[src/rtl/mesi_bus_ctrl.sv]
`default_nettype none
// ============================================================================
// Module   : mesi_bus_ctrl
// Brief    : Snooping-bus arbiter/sequencer for four MESI caches with DRAM
//            fill and flush write-back.
// Revision : 1.0
// ============================================================================
module mesi_bus_ctrl #(
    parameter int ADDR_W  = 32,
    parameter int N_CACHE = 4
) (
    input  logic                       clk,
    input  logic                       rst,
    input  logic [N_CACHE-1:0]         BusRd_req,
    input  logic [N_CACHE-1:0]         BusRdX_req,
    input  logic [N_CACHE-1:0]         BusUpgr_req,
    input  logic [N_CACHE*ADDR_W-1:0]  addr_req,
    input  logic [N_CACHE-1:0]         C_rsp,
    input  logic [N_CACHE-1:0]         Flush_rsp,
    input  logic                       mem_ack,
    output logic [N_CACHE-1:0]         grant,
    output logic [N_CACHE-1:0]         done,
    output logic                       C_to_req,
    output logic                       BusRd_snp,
    output logic                       BusRdX_snp,
    output logic                       BusUpgr_snp,
    output logic [N_CACHE-1:0]         snp_mask,
    output logic [ADDR_W-1:0]          snp_addr,
    output logic                       mem_rd_req,
    output logic                       mem_wr_req
);

    typedef enum logic [2:0] {
        S_IDLE  = 3'd0,
        S_SNOOP = 3'd1,
        S_RESP  = 3'd2,
        S_WB    = 3'd3,
        S_MEM   = 3'd4,
        S_DONE  = 3'd5
    } state_t;

    typedef enum logic [1:0] {
        T_RD   = 2'd0,
        T_RDX  = 2'd1,
        T_UPGR = 2'd2
    } txn_t;

    state_t             r_state;
    txn_t               r_type;
    logic [1:0]         r_rr;
    logic [1:0]         r_owner;
    logic               r_skip;
    logic               r_shared;

    logic [ADDR_W-1:0]  w_addr_slot [N_CACHE];
    logic [N_CACHE-1:0] w_req;
    logic [N_CACHE-1:0] w_elig;
    logic [N_CACHE-1:0] w_owner_oh;
    logic [N_CACHE-1:0] w_win_oh;
    logic [1:0]         w_idx;
    logic [1:0]         w_win;
    logic               w_found;
    txn_t               w_type;
    logic               w_shared;
    logic               w_flush;

    function automatic logic [N_CACHE-1:0] f_onehot(input logic [1:0] idx);
        logic [N_CACHE-1:0] v;
        v      = '0;
        v[idx] = 1'b1;
        return v;
    endfunction

    genvar gi;
    generate
        for (gi = 0; gi < N_CACHE; gi++) begin : g_addr_slot
            assign w_addr_slot[gi] = addr_req[gi*ADDR_W +: ADDR_W];
        end
    endgenerate

    assign w_owner_oh = f_onehot(r_owner);
    assign w_win_oh   = f_onehot(w_win);
    // Snoop results exclude the owner's own response lines.
    assign w_shared   = |(C_rsp & ~w_owner_oh);
    assign w_flush    = |(Flush_rsp & ~w_owner_oh);

    // Round-robin scan starting at r_rr; the previous owner sits out one cycle.
    always_comb begin
        w_req   = BusRd_req | BusRdX_req | BusUpgr_req;
        w_elig  = w_req & ~(r_skip ? w_owner_oh : '0);
        w_found = 1'b0;
        w_win   = r_rr;
        w_idx   = '0;
        for (int k = 0; k < N_CACHE; k++) begin
            w_idx = r_rr + 2'(k);
            if (!w_found && w_elig[w_idx]) begin
                w_found = 1'b1;
                w_win   = w_idx;
            end
        end
        if (BusRdX_req[w_win])
            w_type = T_RDX;
        else if (BusUpgr_req[w_win])
            w_type = T_UPGR;
        else
            w_type = T_RD;
    end

    always_ff @(posedge clk or posedge rst) begin
        if (rst) begin
            r_state     <= S_IDLE;
            r_type      <= T_RD;
            r_rr        <= '0;
            r_owner     <= '0;
            r_skip      <= 1'b0;
            r_shared    <= 1'b0;
            grant       <= '0;
            done        <= '0;
            C_to_req    <= 1'b0;
            BusRd_snp   <= 1'b0;
            BusRdX_snp  <= 1'b0;
            BusUpgr_snp <= 1'b0;
            snp_mask    <= '0;
            snp_addr    <= '0;
            mem_rd_req  <= 1'b0;
            mem_wr_req  <= 1'b0;
        end else begin
            done        <= '0;
            C_to_req    <= 1'b0;
            BusRd_snp   <= 1'b0;
            BusRdX_snp  <= 1'b0;
            BusUpgr_snp <= 1'b0;
            case (r_state)
                S_IDLE: begin
                    r_skip <= 1'b0;
                    if (w_found) begin
                        r_owner     <= w_win;
                        r_type      <= w_type;
                        snp_addr    <= w_addr_slot[w_win];
                        grant       <= w_win_oh;
                        snp_mask    <= ~w_win_oh;
                        BusRd_snp   <= (w_type == T_RD);
                        BusRdX_snp  <= (w_type == T_RDX);
                        BusUpgr_snp <= (w_type == T_UPGR);
                        r_state     <= S_SNOOP;
                    end
                end
                S_SNOOP: begin
                    r_state <= S_RESP;
                end
                S_RESP: begin
                    snp_mask <= '0;
                    r_shared <= w_shared;
                    if (r_type == T_UPGR) begin
                        done    <= w_owner_oh;
                        r_state <= S_DONE;
                    end else if (w_flush) begin
                        // The flushed line is the fill data, so no DRAM read.
                        mem_wr_req <= 1'b1;
                        r_state    <= S_WB;
                    end else begin
                        mem_rd_req <= 1'b1;
                        r_state    <= S_MEM;
                    end
                end
                S_WB: begin
                    if (mem_ack) begin
                        mem_wr_req <= 1'b0;
                        done       <= w_owner_oh;
                        C_to_req   <= (r_type == T_RD) && r_shared;
                        r_state    <= S_DONE;
                    end
                end
                S_MEM: begin
                    if (mem_ack) begin
                        mem_rd_req <= 1'b0;
                        done       <= w_owner_oh;
                        C_to_req   <= (r_type == T_RD) && r_shared;
                        r_state    <= S_DONE;
                    end
                end
                S_DONE: begin
                    grant   <= '0;
                    r_rr    <= r_owner + 2'd1;
                    r_skip  <= 1'b1;
                    r_state <= S_IDLE;
                end
                default: begin
                    r_state <= S_IDLE;
                end
            endcase
        end
    end

endmodule
`default_nettype wire

[config.mk]
export PLATFORM = sky130hd
export DESIGN_NAME = mesi_bus_ctrl
export DESIGN_NICKNAME = d
export VERILOG_FILES = /design/src/rtl/mesi_bus_ctrl.sv
export SDC_FILE = /design/constraint.sdc
export NUM_CORES = 1
export LEC_CHECK = 0
export CORE_MARGIN = 4
export CORE_UTILIZATION = 44
export DETAILED_ROUTE_END_ITERATION = 12
export GPL_ROUTABILITY_DRIVEN = 0
export PLACE_DENSITY = 0.95
export RECOVER_POWER = 50
export SLEW_MARGIN = 10
export SYNTH_ARGS = -nofsm -noshare
export SYNTH_HDL_FRONTEND = slang
export SYNTH_SLANG_ARGS = --single-unit
[constraint.sdc]
create_clock -name clk -period 6.7 [get_ports clk]
set_input_delay 1.675 -clock clk [delete_from_list [all_inputs] [get_ports clk]]
set_output_delay 1.675 -clock clk [all_outputs]
set_load 0.01 [all_outputs]
# ---- Yosys cells after proc, flatten, opt, wreduce, memory -nomap -nowiden
# Cells that the tools add are included.
dict set report classes {
  shift 0
  multipliers 0
  n_reduce_logical 25
  eq_ne 15
  div_mod_pow 0
  n_addsub 4
  order_cmp 9
  n_mux 57
  n_bitwise 9
}
# op n
set op_table {}
lappend op_table {{32-bit binary-select mux with 2-bit select} 1}
lappend op_table {{32-bit 2-to-1 mux} 2}
lappend op_table {{1-bit 2-to-1 mux} 25}
lappend op_table {{4-bit one-hot mux with 2 select lines} 3}
lappend op_table {{4-bit 2-to-1 mux} 5}
lappend op_table {{2-bit by 3-bit less-than comparator with 1-bit output, second input constant} 6}
lappend op_table {{4-bit bitwise AND} 3}
lappend op_table {{1-bit binary-select mux with 2-bit select} 6}
lappend op_table {{3-bit 2-to-1 mux} 4}
lappend op_table {{2-bit inequality test, second input constant} 6}
lappend op_table {{4-bit NOT} 3}
lappend op_table {{3-bit one-hot mux with 4 select lines} 1}
lappend op_table {{2-bit 2-to-1 mux} 5}
lappend op_table {{4-bit bitwise OR} 2}
lappend op_table {{2-bit AND reduction} 4}
lappend op_table {{4-bit AND reduction} 2}
lappend op_table {{2-bit nonzero test} 4}
lappend op_table {{4-bit OR reduction} 2}
lappend op_table {{3-bit by 2-bit == test with 1-bit output, second input constant} 2}
lappend op_table {{3-bit == test, second input constant} 2}
lappend op_table {{1-bit logical AND} 6}
lappend op_table {{1-bit one-hot mux with 2 select lines} 3}
lappend op_table {{2-bit by 1-bit adder with 2-bit output, second input constant} 2}
lappend op_table {{2-bit adder, second input constant} 2}
lappend op_table {{other kinds (12)} 18}
dict set report word_totals {
  n_memories 0
  word_cells 135
  mem_bits_ro 0
  input_bits 151
  out_inout_bits 50
  reg_bits 61
  ramBits 0
  latchBits 0
}

# ---- Logic depth before layout (Yosys ltp)
# Gate-level depths: netlist (run 1).
dict set report depth {
  depth_word 26
  mapped_depth 11
  depth_no_buf 8
}

# ---- Worst setup path after synthesis (run 1)
# OpenSTA, ideal clock, no wires.
dict set report synth_timing {
  kind {input-to-reg}
  start {input BusRd_req[3]}
  end {register BusRd_snp}
  arrival_time_ns 3.312
  path_stages 7
  slack_ns 3.261
  path_buffers 1
  setup_ns 0.127
  required_ns 6.573
  path_cell_list {or3_1 -> buf_6 -> and4_1 -> a41oi_2 -> a21oi_1 -> or4_4 -> nor3b_2}
}
dict set report synth_via {
  elab_chain_cells 22
  word_cells_on_any_way 33
  cone_classes {mux: 23; bitwise: 3; reduce/logical: 7}
}
# item line_no
set synth_lines {}
lappend synth_lines {{from (decl)} 14} ;# input logic [N_CACHE-1:0] BusRd_req,
lappend synth_lines {{4-bit bitwise OR * (2 in a row)} 89} ;# w_req = BusRd_req | BusRdX_req | BusUpgr_req;
lappend synth_lines {{4-bit bitwise AND *} 90} ;# w_elig = w_req & ~(r_skip ? w_owner_oh : '0);
lappend synth_lines {{1-bit binary-select mux with 2-bit select} 96} ;# if (!w_found && w_elig[w_idx]) begin
lappend synth_lines {{1-bit 2-to-1 mux (not written as such)} 96}
lappend synth_lines {{1-bit 2-to-1 mux} 96}
lappend synth_lines {{1-bit zero test} 96}
lappend synth_lines {{1-bit logical AND} 96}
lappend synth_lines {{1-bit 2-to-1 mux} 96}
lappend synth_lines {{[... 5 more ...]} --}
lappend synth_lines {{2-bit 2-to-1 mux} 96}
lappend synth_lines {{1-bit binary-select mux with 2-bit select} 103} ;# else if (BusUpgr_req[w_win])
lappend synth_lines {{1-bit 2-to-1 mux (not written as such)} 103}
lappend synth_lines {{2-bit 2-to-1 mux} 103}
lappend synth_lines {{2-bit 2-to-1 mux} 101} ;# if (BusRdX_req[w_win])
lappend synth_lines {{2-bit zero test} 142} ;# BusRd_snp <= (w_type == T_RD);
lappend synth_lines {{1-bit 2-to-1 mux *} 136} ;# if (w_found) begin
lappend synth_lines {{1-bit 2-to-1 mux *} 133} ;# case (r_state)
lappend synth_lines {{to (signal assigned)} 142}
lappend synth_lines {{to (decl)} 24} ;# output logic BusRd_snp,
# Every way passes the cells marked *; elsewhere a longest branch is shown, timed or not. The select of a mux whose other input is x is not followed.
# A chain may end at the register's enable or synchronous reset.

==> results of run 1 <==
path summary, 6_finish.rpt:
check                                            to  slack [ns]  cells after the start
hold / removal                   C_to_req$_DFF_PP0_        0.48                      1
hold reg to reg                  C_to_req$_DFF_PP0_        0.48                      1
setup reg to reg              r_type[1]$_DFFE_PP0P_        3.34                      9
min in group asynchronous  snp_addr[23]$_DFFE_PP0P_        2.93                      3
max in group clk              r_type[1]$_DFFE_PP0P_        2.27                      8
setup / recovery            snp_addr[3]$_DFFE_PP0P_        1.90                      3
critical path, stage by stage:
cell	delay, ns
clkdlybuf4s50_1	0.40
clkinv_1	0.04
clkbuf_1	2.35
cell type report:
class	count	area, um^2	share of cell area
Sequential cell	61	1526	0.2460
Inverter	10	37.54	0.006048
Clock buffer	12	145.1	0.02339
Timing Repair Buffer	208	2058	0.3317
Multi-Input combinational cell	314	2256	0.3635
Tap cell	108	135.1	0.02177
Clock inverter	4	47.55	0.007661
stage by stage:
| step | hold WS, ns | power, uW |
|---|---|---|
| after global routing | 0.4918 | 2985 |
| after CTS | 0.4843 | 2803 |
| after detailed placement | 0.4702 | 2472 |
| after global placement | 0.4588 | 2391 |
| final | 0.4816 | 2828 |
| after floorplan | 0.4228 | 1798 |
flip-flops by register name, summed over array words and instances, names as in the netlist, 2 cells and up:
name / flops
r_state: 3
done: 4
r_owner: 2
grant: 4
r_rr: 2
snp_addr: 32
snp_mask: 4
r_type: 2
cells in the final DEF, fill, tap and decap left out, types with 2 or more instances in the layout:
| cell | netlist | layout |
|---|---|---|
| nor3_1 | 5 | 5 |
| nor2b_1 | 3 | 3 |
| o21ai_0 | 9 | 9 |
| and2_0 | 0 | 4 |
| o21ai_1 | 7 | 6 |
| a21oi_1 | 45 | 44 |
| inv_1 | 10 | 9 |
| clkdlybuf4s50_1 | 0 | 185 |
| dfrtp_1 | 61 | 61 |
| dlygate4sd3_1 | 0 | 15 |
| a21oi_2 | 1 | 2 |
| nor2_1 | 4 | 4 |
| a22o_1 | 6 | 6 |
| nand3_1 | 9 | 9 |
| o22a_1 | 33 | 33 |
| a221oi_2 | 3 | 3 |
| or3_1 | 4 | 4 |
| buf_4 | 7 | 7 |
| ha_1 | 4 | 4 |
| a221oi_1 | 2 | 2 |
| o31ai_1 | 32 | 32 |
| nand4_1 | 33 | 33 |
| clkbuf_1 | 24 | 3 |
| o211ai_1 | 3 | 3 |
| a22oi_1 | 4 | 4 |
| a221o_1 | 33 | 33 |
| o21a_1 | 3 | 2 |
| clkinv_2 | 0 | 2 |
| nor4_2 | 1 | 2 |
| clkbuf_8 | 0 | 10 |
| and2_1 | 7 | 3 |
| nand2_1 | 33 | 33 |
cells by family (layout without fill, tap and decap cells):
family / count (synthesis) / count (layout) / synth area share
compound gates: 196 / 196 / 0.3794
fa+ha+maj: 4 / 4 / 0.01247
flops: 61 / 61 / 0.3803
mux: 2 / 2 / 0.005299
simple gates: 112 / 112 / 0.1559
buf+inv: 56 / 234 / 0.06671
synthesized netlist by cell type (9+ instances only):
cell type  instances  share of area
a21oi_1           45          0.056
nand2_1           33          0.031
nand4_1           33          0.051
clkbuf_1          24          0.022
dfrtp_1           61           0.38
buf_2             13          0.016
o22a_1            33          0.072
o21ai_0            9          0.011
o31ai_1           32          0.060
inv_1             10         0.0094
nand3_1            9          0.011
a221o_1           33          0.082
routing by layer:
layer / GRT usage / share of wire / routed length [um]
met3: 0.06530 / 0.097 / 1577
met1: 0.3291 / 0.36 / 5879
met2: 0.5117 / 0.51 / 8236
met5: 0 / 0 / 0
met4: 0.1254 / 0.031 / 504
where the power goes:
part	internal (uW)	switching (uW)	total, uW
sequential	544	155	699
combinational	791	1010	1800
clock	181	146	327
==> run_results.csv, run 1 <==
group,metric,value,unit
sta,worst_pin_slew,3.336,ns
final_layout,area_growth,54.61,%
sta,period_needed,4.805,ns
status,status,"finished with violations",
yosys,synth.distinct_cells,58,
power,powerDensity,455.7,mW/mm^2
sta,rsz0062_at_grt,"no",
global_route,grt_pass1_vias,4935,
die,row_count,34,
hold_path,min-delay-start,"r_type[1]$_DFFE_PP0P_",
worst_setup_path,r2r-start,"r_owner[0]$_DFFE_PP0P_",
sta,fmax,0.2081,GHz
drt,drt_wl_total,16200,um
global_route,grt_pass1_wl,25160,um
final_layout,fill_cells,612,
power,vdd_drop_max,0.0002737,V
drt,routed-via-count,4749,
place,placedInstanceArea,0.006016,mm^2
yosys,syn_avg_cell_area,9.313,um^2
place,io_buffers,200,
clock_tree,cts_hold_buf,0,
worst_setup_path,cp.arrival,4.48,ns
sta,tns,0,ns
clock_tree,clock_latency,0.33,ns
drt,detail_route.wl_per_cell,22.59,um
sta,slew_violations,62,
clock_tree,ctsResizeCount,0,
global_route,grt_overflow,0,
drt,viasPerCell,6.623,
status,violations,"capacitance limit, slew limit",
clock_tree,cts_root_buf,"clkbuf_8",
yosys,yosysWarnings,0,
yosys,synth_ff_type,"dfrtp_1",
worst_setup_path,crit_path_start_kind,"primary input",
sta,fin_crit_sh,0.7171,
die,start_util,0.4558,
die,die_area,0.01071,mm^2
run,maxCapViolCount,1,
drt,drt-pass1-iter-count,6,
worst_setup_path,path_class,"primary input to async pin",
drt,drc_errors,0,
sta,setup_slack,1.895,ns
drt,drt_iter0_markers,630,
power,p_leak,0.002437,uW
clock_tree,cts_inserted_buffers,9,
clock_tree,cts_sinks,61,
final_layout,final_util,0.7047,
final_layout,antennaDiodeCount,0,
worst_setup_path,cp-end-kind,"async pin",
final_layout,final_nets,759,
yosys,async_flop_share,1.000,
sta,relSlewSlack,-1.224,
die,coreArea,0.008806,mm^2
final_layout,final_cell_count_no_fill,717,
clock_tree,postCtsSetupBuffers,0,
place,hpwl,11750,um
place,preCtsSetupSlack,1.940,ns
die,fp.dieH,103.5,um
worst_setup_path,cp_data_required_time,6.38,ns
sta,skew,0.01285,ns
worst_setup_path,cp-startpoint,"rst",
clock_tree,cts_tree,"built",
global_route,antenna_found_initial,0,
yosys,synth-seq-cells,61,
final_layout,layout-drive-gt1-share,0.07225,
final_layout,design_area,0.006206,mm^2
global_route,grt_max_degree,62,
drt,ant_nets,0,
global_route,grt_usage,0.2871,
clock_tree,clk_path_buf_depth,2,
place,dp.cells,701,
sta,hold_viol_final,0,
yosys,synth-seq-area-share,0.3803,
sta,setup_viol,0,
yosys,syn_nets,586,
clock_tree,h-tree-depth,3,
clock_tree,clk_pin_slew,0.07,ns
yosys,synth-edff-count,0,
worst_setup_path,path_max_fanout,61,
die,io_pins,201,
die,die_x,103.5,um
yosys,syn_area,0.004014,mm^2
hold_path,hold_class,"register to register",
yosys,syn_inst,431,
No activity file was read; power rests on OpenSTA's default activity.
==> run 2: changes to the inputs <==
--- a/config.mk
+++ b/config.mk
@@ -6,10 +6,10 @@
 export NUM_CORES = 1
 export LEC_CHECK = 0
 export CORE_MARGIN = 4
-export CORE_UTILIZATION = 44
+export CORE_UTILIZATION = 37
 export DETAILED_ROUTE_END_ITERATION = 12
 export GPL_ROUTABILITY_DRIVEN = 0
-export PLACE_DENSITY = 0.95
+export PLACE_DENSITY = 0.88
 export RECOVER_POWER = 50
 export SLEW_MARGIN = 10
 export SYNTH_ARGS = -nofsm -noshare
==> constraint.sdc (replaced) <==
create_clock -name clk -period 4.2 [get_ports clk]
set_input_delay 1.05 -clock clk [delete_from_list [all_inputs] [get_ports clk]]
set_output_delay 1.05 -clock clk [all_outputs]
set_load 0.01 [all_outputs]
==> run 2 against run 1 <==
The flow now finishes without violations. Via count shrank 0.69%. Non-clock buffer count up 11. First-iteration DRC count decreased by 27%. Highest routed layer unchanged.
==> run_results.csv, run 2 (same netlist as run 1, synthesis figures left out) <==
group,metric,value,unit
sta,period_needed,3.430,ns
sta,skew,0.007795,ns
global_route,grt_max_degree,34,
die,coreArea,0.01046,mm^2
clock_tree,clk_pin_slew,0.07,ns
global_route,grt_overflow,0,
clock_tree,cts_hold_buf,0,
final_layout,final_common_cell,"clkdlybuf4s50_1",
die,die_x,112.2,um
final_layout,multi_input_comb_area,0.002255,mm^2
final_layout,layout-drive-gt1-share,0.09194,
global_route,grt_pass1_vias,5010,
final_layout,area_growth,58.92,%
die,fp.dieH,112.2,um
global_route,grt_use_met1,0.3012,
clock_tree,cts_inserted_buffers,9,
drt,drt_wl_total,16560,um
place,hpwl,12490,um
clock_tree,clock_latency,0.34,ns
die,io_pins,201,
status,status,"complete, no violations",
sta,fin_crit_sh,0.8166,
sta,rsz0062_at_grt,"no",
sta,relSlewSlack,0.2727,
clock_tree,postCtsSetupBuffers,0,
run,maxCapViolCount,0,
clock_tree,cts_root_buf,"clkbuf_8",
drt,viasPerCell,6.238,
global_route,met3_usage,0.06361,
drt,drt_iter0_markers,459,
global_route,grt_busiest_layer,"met2",
final_layout,final_nets,770,
final_layout,fill_cells,889,
global_route,antenna_found_initial,0,
final_layout,largest_register_ff_count,32,
sta,slew_violations,0,
worst_setup_path,cp.arrival,3.68,ns
drt,drc_errors,0,
worst_setup_path,path_max_fanout,10,
global_route,grt_pass1_wl,26010,um
drt,detail_route.wl_per_cell,21.90,um
drt,routed-via-count,4716,
final_layout,seq_area,0.001526,mm^2
worst_setup_path,cp_data_required_time,4.45,ns
hold_path,hold_class,"register to register",
die,start_util,0.3836,
die,row_count,37,
clock_tree,cts_tree,"built",
drt,ant_nets,0,
final_layout,regMostFlops,"snp_addr",
clock_tree,h-tree-depth,3,
power,p_leak,0.002526,uW
worst_setup_path,crit_path_start_kind,"primary input",
final_layout,antennaDiodeCount,0,
global_route,grt_usage,0.2557,
clock_tree,ctsResizeCount,0,
clock_tree,cts_sinks,61,
worst_setup_path,path_class,"primary input to register",
final_layout,final_cell_mix,"clkdlybuf4s50_1, dfrtp_1, a21oi_1",
place,io_buffers,200,
clock_tree,clk_path_buf_depth,2,
sta,worst_pin_slew,1.090,ns
sta,hold_ws,0.4476,ns
worst_setup_path,cp-end-kind,"register",
sta,setup_viol,0,
power,vdd_drop_max,0.0003112,V
global_route,met2_usage,0.4319,
drt,drt-pass1-iter-count,5,
sta,tns,0,ns
sta,fmax,0.2916,GHz
die,die_area,0.01258,mm^2
sta,hold_viol_final,0,
power,powerDensity,739.8,mW/mm^2
## run 2: path summary, 6_finish.rpt
check / depth (start not counted) / slack [ns] / endpoint / startpoint
worst min register to register: 1 / 0.45 / C_to_req$_DFF_PP0_ / r_type[1]$_DFFE_PP0P_
worst max register to register: 9 / 1.33 / r_type[1]$_DFFE_PP0P_ / r_owner[0]$_DFFE_PP0P_
worst max-delay path: 8 / 0.77 / r_type[1]$_DFFE_PP0P_ / BusRdX_req[3]
max in group asynchronous: 3 / 1.34 / snp_addr[8]$_DFFE_PP0P_ / rst
min in group asynchronous: 2 / 1.42 / BusRdX_snp$_DFF_PP0_ / rst
worst min-delay path: 1 / 0.45 / C_to_req$_DFF_PP0_ / r_type[1]$_DFFE_PP0P_
## run 2: final cells by class
cell class / count / share of cell area
clock inverters: 6 / 0.01726
clock buffers: 10 / 0.02158
flip-flops and latches: 61 / 0.2393
multi-input cells: 314 / 0.3535
repair buffers: 219 / 0.3358
well taps: 136 / 0.02668
inverters: 10 / 0.005885
## run 2: routing by layer
layer | part of all wire | routed length (um) | vias to the layer above
met5 | 0 | 0 | -
li1 | - | - | 2099
met2 | 0.50 | 8241 | 297
met4 | 0.050 | 835 | 0
met3 | 0.087 | 1441 | 68
met1 | 0.36 | 6036 | 2252
## run 2: power by group
| part | total (uW) | switching (uW) | internal [uW] |
|---|---|---|---|
| registers | 1110 | 242 | 868 |
| logic | 2960 | 1620 | 1340 |
| clock network | 650 | 241 | 409 |
| total | 4720 | 2100 | 2620 |
## run 2: metrics by stage
step | instances | instance area, um^2 | setup WS, ns | utilization | total power, uW
final | 756 | 6379 | 0.7703 | 0.6097 | 4719
after global routing | 756 | 6379 | 0.5644 | 0.6097 | 5010
after CTS | 756 | 6381 | 0.8286 | 0.6099 | 4702
after detailed placement | 740 | 6133 | 0.4823 | 0.5862 | 4031
after global placement | 740 | 6133 | 0.5682 | 0.5862 | 3903
after floorplan | 431 | 4014 | 1.386 | - | 2869
## run 2: worst max-delay path, cell delays in order
cell and delay [ns]:
clkdlybuf4s50_1 0.50, or3_1 0.36, nand2_1 0.24, a41oi_1 0.32, nand2_1 0.28, buf_4 0.26
a221o_1 0.43, o31ai_2 0.23
